$ cat config.mk
export PLATFORM = sky130hd
export DESIGN_NAME = edge_event_arbiter
export DESIGN_NICKNAME = d
export VERILOG_FILES = /design/src/rtl/edge_event_arbiter.sv
export SDC_FILE = /design/constraint.sdc
export NUM_CORES = 1
export LEC_CHECK = 0
export CORE_MARGIN = 8
export CORE_UTILIZATION = 45
export CTS_BUF_LIST = sky130_fd_sc_hd__clkbuf_4 sky130_fd_sc_hd__clkbuf_8 sky130_fd_sc_hd__clkbuf_16
export DETAILED_ROUTE_END_ITERATION = 7
export PLACE_DENSITY = 0.69
export SLEW_MARGIN = 20
export SYNTH_ARGS = -nofsm -noshare
export SYNTH_HDL_FRONTEND = slang
export SYNTH_SLANG_ARGS = --single-unit
$ cat constraint.sdc
create_clock -name clk -period 2 [get_ports clk]
set_input_delay 0.2 -clock clk [delete_from_list [all_inputs] [get_ports clk]]
set_output_delay 0.2 -clock clk [all_outputs]
set_load 0.01 [all_outputs]
$ cat src/rtl/edge_event_arbiter.sv
// Multi-channel edge-event scheduler: detects rising/falling edges per channel, holds them
// as pending events and hands them one at a time, round-robin, to a valid/ready consumer.
module edge_event_arbiter #(
  parameter int NUM_CH = 4,
  parameter int CH_W   = $clog2(NUM_CH)
) (
  input  logic              clk,
  input  logic              reset_n,
  input  logic [NUM_CH-1:0] a_i,
  output logic              evt_valid_o,
  input  logic              evt_ready_i,
  output logic [CH_W-1:0]   evt_ch_o,
  output logic              evt_rise_o,
  output logic [NUM_CH-1:0] ovf_o,
  input  logic              ovf_clr_i
);

  localparam logic [0:0] ST_EMPTY = 1'b0;
  localparam logic [0:0] ST_FULL  = 1'b1;

  logic [0:0]        state;
  logic [NUM_CH-1:0] prev;
  logic [NUM_CH-1:0] rise_pend;
  logic [NUM_CH-1:0] fall_pend;
  logic [CH_W-1:0]   ptr;

  logic [NUM_CH-1:0] rise_det;
  logic [NUM_CH-1:0] fall_det;
  logic [NUM_CH-1:0] cand;
  logic [NUM_CH-1:0] rise_clr;
  logic [NUM_CH-1:0] fall_clr;
  logic [NUM_CH-1:0] ovf_new;
  logic              load;
  logic              found;
  logic              sel_rise;
  logic [CH_W-1:0]   sel_ch;
  logic [CH_W-1:0]   idx;

  assign rise_det    = ~prev & a_i;
  assign fall_det    = prev & ~a_i;
  assign cand        = rise_pend | fall_pend;
  assign load        = (state == ST_EMPTY) || evt_ready_i;
  assign evt_valid_o = (state == ST_FULL);

  // Round-robin search starting just after the last granted channel. Only registered
  // pending state is considered; this cycle's detections become eligible next cycle.
  always_comb begin
    // NOTE: every combinational output gets a default first so no path leaves it unassigned (no latch).
    found    = 1'b0;
    sel_ch   = '0;
    sel_rise = 1'b0;
    idx      = '0;
    for (int k = 1; k <= NUM_CH; k++) begin
      idx = CH_W'((int'(ptr) + k) % NUM_CH);
      if (!found && cand[idx]) begin
        found  = 1'b1;
        sel_ch = idx;
        // With both edges pending, the current level tells which came first:
        // low now means rise-then-fall, high means fall-then-rise.
        sel_rise = rise_pend[idx] & (~fall_pend[idx] | ~prev[idx]);
      end
    end
  end

  always_comb begin
    rise_clr = '0;
    fall_clr = '0;
    if (load && found) begin
      if (sel_rise) rise_clr[sel_ch] = 1'b1;
      else          fall_clr[sel_ch] = 1'b1;
    end
  end

  // A fresh edge only overflows if its pending bit survives this cycle; a same-cycle grant frees the slot.
  assign ovf_new = (rise_det & rise_pend & ~rise_clr) | (fall_det & fall_pend & ~fall_clr);

  always_ff @(posedge clk or negedge reset_n) begin
    if (!reset_n) begin
      state      <= ST_EMPTY;
      prev       <= '0;
      rise_pend  <= '0;
      fall_pend  <= '0;
      ptr        <= CH_W'(NUM_CH - 1);
      evt_ch_o   <= '0;
      evt_rise_o <= 1'b0;
      ovf_o      <= '0;
    end else begin
      // NOTE: non-blocking assignments so every register updates from the same pre-edge values.
      prev      <= a_i;
      rise_pend <= (rise_pend & ~rise_clr) | rise_det;
      fall_pend <= (fall_pend & ~fall_clr) | fall_det;
      ovf_o     <= (ovf_o & ~{NUM_CH{ovf_clr_i}}) | ovf_new;
      if (load) begin
        if (found) begin
          state      <= ST_FULL;
          evt_ch_o   <= sel_ch;
          evt_rise_o <= sel_rise;
          ptr        <= sel_ch;
        end else begin
          state <= ST_EMPTY;
        end
      end
    end
  end

endmodule
==> summary.md, run 1 <==
| Metric | Value |
|---|---|
| Status | `complete, but fails checks` |
| Violated checks | `negative setup slack` |
| GRT overflow | `0` |
| Power Total | `3.004 mW` |
| Top-count cell post-synth | `dfrtp_1` |
| GRT Overall Usage | `16.31%` |
| # diodes | `0` |
| Synthesis-to-layout area growth | `44.11%` |
| Horiz. Die Dim | `71.41 µm` |
| Fin util | `about two thirds` |
| Top_reg_cell synth | `dfrtp_1` |
| Gpl congestion | `1.041` |
| CP Data Required Time | `2210 ps` |
| Via count | `1370` |
| Largest net degree at the start of global routing | `15` |
| Slew Viols, Final | `0` |
| Worst-path clk slew | `130 ps` |
| Synth top area cells | `dfrtp_1 36%, inv_1 4.1%, dfstp_2 3.8%` |
| Critical Path AT | `2450 ps` |
| CP Class | `reg -> reg` |
| Setup ws final | `-238.5 ps` |
| Power Density | `1509 nW/µm²` |
| Max-Cap Viols | `0` |
| Synth Instances | `150` |
| Crit path launch type | `flip-flop` |
| First-pass GRT wire length | `between 6000 and 7000 µm` |
| DRC | `0` |
| CTS Buf Count | `3` |
| Post-synth top cells | `20 x dfrtp_1, 15 x inv_1, 10 x nor2_1, 9 x o21ai_0, 7 x nand2_1` |
| Dpl cells | `~220` |
| Tightest Pin Transition | `453.9 ps` |
| Initial antenna violation count | `0` |
| Starting Density | `approximately 46%` |
| Leakage | `0.8411 nW` |
| Post-synth EDFFs | `0` |
| Die ar. | `5099 µm²` |
| Fin cells | `231` |
| Count of final setup violators | `13` |
| Vias in the first global route | `1403` |
| Fmax | `446.7 MHz` |
| Crit-path max FO | `8` |
| Ys async rst share | `100.0%` |
| Count of input and output buffers | `15` |
| I/O pins | `16` |
| CTS sink cnt | `22` |
| Overall die height | `71.41 µm` |
| Violation count after the first detailed-routing iteration | `between 100 and 150` |
| Critical Path End Type | `flip-flop` |
| Seq cells post-synth | `22` |
| Synth top area share | `36.23%` |
| Avg Vias per Cell | `5.931` |
| Ys Warns | `0` |
| Syn avg cell area | `9.209 µm²` |
| Hpwl dp | `3037 µm` |
| FP Rows | `20` |
| Final cycle utilization of the critical path | `111.9%` |
| Max_slew headroom | `69.68%` |
| Worst skew pair latency | `310 ps` |
| Core Area | `a little under 3000 µm²` |
| Root Driver | `clkbuf_4` |
| Tmin final | `approximately 2200 ps` |
| Detail Route Antenna Nets | `0` |
| Final hold vios | `0` |
| Post-DR wirelength/cell | `17.52 µm` |
| Cell variety after synth | `46` |
| Layout cells sized above 1 | `36.36%` |
| Syn_nets | `158` |
| RSZ-0062 raised after global routing | `true` |
| CTS tree | `built` |
| Synthesized cell area | `1381 µm²` |
| Dpl cell area | `1804 µm²` |
| Clock buffer depth | `2` |
| Yosys top cell by area | `dfrtp_1` |
| Detailed Route WL | `4047 µm` |
| Register area share after synthesis | `40.04%` |
| # nets final | `207` |
| Worst hold path type | `in -> async` |
| Clock skew | `5.456 ps` |
| Design area | `about 2000 µm²` |
| H-tree depth | `1` |
| IR drop worst, VDD | `1.085 mV` |
| Detailed Routing Iterations Pass 1 | `4` |
[placed cells by master, fill, tap and decap left out, types with 2 or more instances in the layout]
cell type	instances
buf_6	2
inv_1	15
a22o_1	2
clkbuf_4	3
nand3_1	2
a31oi_2	3
and2_1	2
o22ai_1	2
a221oi_2	4
nor2b_1	2
nor2_1	10
nor3b_1	2
o2bb2ai_1	2
dfstp_2	2
clkdlybuf4s50_1	15
nor3_1	3
mux4_2	2
a21boi_0	2
o21bai_1	2
a221o_1	3
nand3b_1	4
nand2b_1	2
dfrtp_1	19
nor2b_2	2
a21oi_2	2
nor4_1	3
o21a_1	2
o2111ai_1	2
o21ai_0	7
nand2_1	7
or2_1	4
buf_4	36
[logic make-up after synthesis]
family,after synthesis,synth area share [%]
AND/OR/NAND/NOR,51,20.56
buffers and inverters,26,8.967
AO/OA/AOI/OAI,49,27.17
flip-flops,22,40.04
multiplexers,2,3.261
[final cells by class]
type,instances,area [µm²]
Multi-Input combinational cell,102,833.3
Inverter,16,62.56
Clock buffer,4,36.28
Tap cell,33,41.29
Timing Repair Buffer,54,462.9
Sequential cell,22,554.3
Fill cell,236,987.2
[what timing repair did]
action                     CTS  global route
setup endpoints to repair   13            15
pin swaps                    6             6
gates resized for setup     18             8
setup buffers                1             3
hold buffers                 0             0
[worst max-delay path: stages, from the launching register on]
cell and delay (ps):
dfrtp_1 520, nor4_1 130, mux4_2 520, a221oi_4 470, a31oi_2 160, a221o_1 330
[layer usage]
layer	share of wire [%]	global-route usage, %	vias up
li1	-	-	652
met1	45	20.71	663
met2	49	26.94	47
met3	3.6	2.371	8
met4	2.1	6.467	0
met5	0	0	-
[state kept, by name (all words and copies together), names as in the netlist]
name         count
rise_pend        4
prev             4
fall_pend        4
ptr              2
evt_ch_o         2
evt_rise_o       1
ovf_o            4
evt_valid_o      1
[through the flow]
stage / setup WS, ps / hold slack [ps] / setup TNS (ps)
2_1_floorplan: -88.94 / -95.59 / -239.4
3_3_place_gp: -280.7 / 472.9 / -2214
3_5_place_dp: -252.8 / 496.9 / -1932
4_1_cts: -197.9 / 176.9 / -1239
5_1_grt: -404.8 / 183.1 / -3868
6_report: -238.5 / 164.9 / -1901
[power breakdown]
group	internal, mW	total, mW	switching, mW
registers	0.611	0.761	0.149
clock network	0.111	0.248	0.137
logic	1.03	1.99	0.965
[path summary, 6_finish.rpt]
| kind | start | end | slack [ps] | cells past startpoint |
|---|---|---|---|---|
| max | fall_pend[3] | ovf_o[1] | -240 | 5 |
| min | reset_n | ovf_o[2] | 160 | 1 |
| max reg2reg | fall_pend[3] | ovf_o[1] | -240 | 5 |
| min reg2reg | evt_ch_o[0] | evt_ch_o[0] | 510 | 1 |
| max in group asynchronous | reset_n | rise_pend[1] | 1300 | 2 |
| min in group clk | a_i[1] | prev[1] | 380 | 1 |
Power figures use the tool's default switching activity.
==> run 2: changes to the inputs <==
DONT_BUFFER_PORTS = 1   (was not set)
HOLD_SLACK_MARGIN = 0.08   (was not set)
PLACE_DENSITY = not set   (was 0.69)
==> summary.md, run 2 (synthesis gave the netlist of run 1 again) <==
| Metric | Value |
|---|---|
| Max_slew headroom | `60.31% (-9.4 points)` |
| Gpl congestion | `0.8675 (-17%)` |
| Count of input and output buffers | `0 (-15)` |
| RR Startpoint | `ptr[1]` |
| Vias in the first global route | `1378 (-1.8%)` |
| CTS tree | `built` |
| Die ar. | `5099 µm² (unchanged)` |
| Crit-path max FO | `7 (-1)` |
| Setup TNS | `-2313 ps (-412.4 ps)` |
| Switching share of power | `41.83% (+0.16 points)` |
| Clock power frac | `12.3% (+4.0 points)` |
| Dpl cell area | `1634 µm² (-9.4%)` |
| Commonest non-fill, non-tap cell in the layout | `buf_4` |
| Status | `complete, but fails checks` |
| Root Driver | `clkbuf_4` |
| I/O pins | `16 (unchanged)` |
| Combinational share of power | `59.1% (-7.3 points)` |
| Starting Density | `46.39% (unchanged)` |
| Worst Hold Launch | `a_i[2]` |
| Leakage | `0.8231 nW (-2.1%)` |
| Fin cells | `227 (-1.7%)` |
| CP Data Required Time | `2240 ps (+30 ps)` |
| Crit. Startpoint | `ptr[1]` |
| Slew Viols, Final | `0 (unchanged)` |
| Horiz. Die Dim | `71.41 µm (unchanged)` |
| Int Pwr | `1.725 mW (-1.6%)` |
| Dpl cells | `207 (-7.2%)` |
| Via count | `1354 (-1.2%)` |
| Tmin final | `2304 ps (+65.32 ps)` |
| Tightest Pin Transition | `595.3 ps (+141.5 ps)` |
| Fin util | `64.87% (-2.0 points)` |
| Worst skew pair latency | `330 ps (+20 ps)` |
| FP Rows | `20 (unchanged)` |
| Place WS | `-381.2 ps (-128.4 ps)` |
| Avg Vias per Cell | `5.965 (+0.57%)` |
| First-pass GRT wire length | `6893 µm (+2.4%)` |
| CP max stage cell | `dfstp_2` |
| Worst-path clk slew | `140 ps (about the same)` |
| Clock buffer depth | `2 (unchanged)` |
| Detailed Route WL | `4213 µm (+4.1%)` |
| NetSw | `1.241 mW (-0.88%)` |
| Critical Path AT | `2540 ps (+90 ps)` |
| Detail Route Antenna Nets | `0 (unchanged)` |
| Synthesis-to-layout area growth | `39.85%` |
| Final cycle utilization of the critical path | `115.2% (+3.3 points)` |
| Share of power burned in registers | `28.6% (+3.3 points)` |
| Core Area | `2978 µm² (unchanged)` |
| Initial antenna violation count | `0 (unchanged)` |
| Most frequent cells in the layout | `41 x buf_4, 16 x dfrtp_1, 15 x inv_1, 10 x nor2_1, 8 x o21ai_0` |
| Crit path launch type | `flip-flop` |
| Count of final setup violators | `13 (unchanged)` |
| Power Density | `1535 nW/µm² (+1.7%)` |
| Detailed Routing Iterations Pass 1 | `4 (unchanged)` |
| Final hold vios | `0 (unchanged)` |
| CP Cell Sequence | `inv_4 -> mux4_2 -> a221oi_4 -> a31oi_2 -> a221o_1` |
| Layout cells sized above 1 | `39.18% (+2.8 points)` |
| Max-Cap Viols | `0 (unchanged)` |
| Design area | `1932 µm² (-3.0%)` |
| Violated checks | `negative setup slack` |
| CP Class | `reg -> reg` |
| RSZ-0062 raised after global routing | `true` |
| Fmax | `434.1 MHz (-2.8%)` |
| DRC | `0 (unchanged)` |
| GRT overflow | `0 (unchanged)` |
| Overall die height | `71.41 µm (unchanged)` |
| # diodes | `0 (unchanged)` |
| CTS Buf Count | `3 (unchanged)` |
| Hpwl dp | `2969 µm (-2.2%)` |
| Post-DR wirelength/cell | `18.56 µm (+5.9%)` |
| Largest net degree at the start of global routing | `23 (+8)` |
| GRT Overall Usage | `17.04% (+0.73 points)` |
| CTS sink cnt | `22 (unchanged)` |
| # nets final | `203 (-1.9%)` |
| Setup ws final | `-303.8 ps (-65.32 ps)` |
| IR drop worst, VDD | `0.7667 mV (-29%)` |
| Violation count after the first detailed-routing iteration | `108 (-0.92%)` |
| Worst hold path type | `in -> reg` |
| H-tree depth | `1 (unchanged)` |
| Largest stage delay on the critical path | `670 ps (+150 ps)` |
| Clock skew | `3.108 ps (-2.348 ps)` |
| Critical Path End Type | `flip-flop` |
## run 2: cell count changes in the layout (fill, tap and decap cells not counted), sizes merged
cell,delta
bufinv,+1
clkbuf,-1
dlygate4sd3,+7
buf,+4
clkdlybuf4s50,-15
## run 2: final timing paths
check | to | slack, ps | cells past startpoint
setup reg to reg | ovf_o[1] | -300 | 5
min in group asynchronous | evt_ch_o[0] | 360 | 2
hold / removal | ovf_o[2] | 80 | 2
setup / recovery | ovf_o[1] | -300 | 5
max in group asynchronous | fall_pend[3] | 1270 | 2
hold reg to reg | fall_pend[2] | 560 | 1
## run 2: critical path: cells and delay by family (launching register included)
kind / cells / cell delay (ps)
multiplexers: 1 / 460
buffers and inverters: 1 / 70
flip-flops: 1 / 670
AO/OA/AOI/OAI: 3 / 990
## run 2: routing by layer
metal	vias up	GRT usage (%)	part of all wire [%]
met4	0	5.312	3.0
met3	15	5.021	6.4
met1	655	20.90	43
met5	-	0	0
met2	40	27.86	47
li1	644	-	-
## run 2: power by group through the flow
stage               clock network, mW  registers [mW]  logic, mW
detailed placement                  0           0.851       1.34
floorplan                           0           0.743      0.913
finish                          0.365           0.849       1.75
CTS                             0.364           0.837       1.59
global placement                    0           0.843       1.34
global route                    0.374           0.875       1.89
## run 2: stage by stage
step                hold slack, ps  total power, mW
floorplan                   -95.59            1.655
global placement            -94.95            2.180
detailed placement          -94.86            2.189
CTS                          84.72            2.789
global route                 108.9            3.144
finish                       79.03            2.965
## run 2: repair_timing
item / in CTS / in global routing
hold buffers: 7 / 1
gates resized for setup: 15 / 11
hold endpoints to repair: 33 / 20
setup buffers: 7 / 1
setup endpoints to repair: 13 / 15
pin swaps: 9 / 6
## run 2: area by class of cell
cell class / instances / area [µm²]
clock buffer: 3 / 22.52
clock inverter: 1 / 30.03
fill: 260 / 1046
inverter: 16 / 62.56
multi-input combinational: 102 / 823.3
sequential: 22 / 558.0
tap: 33 / 41.29
timing repair buffer: 50 / 394.1
==> run 3: changes to the inputs <==
CAP_MARGIN = 20   (was not set)
==> results of run 3 <==
The final DEF is identical to that of run 2; final timing and power are the same.
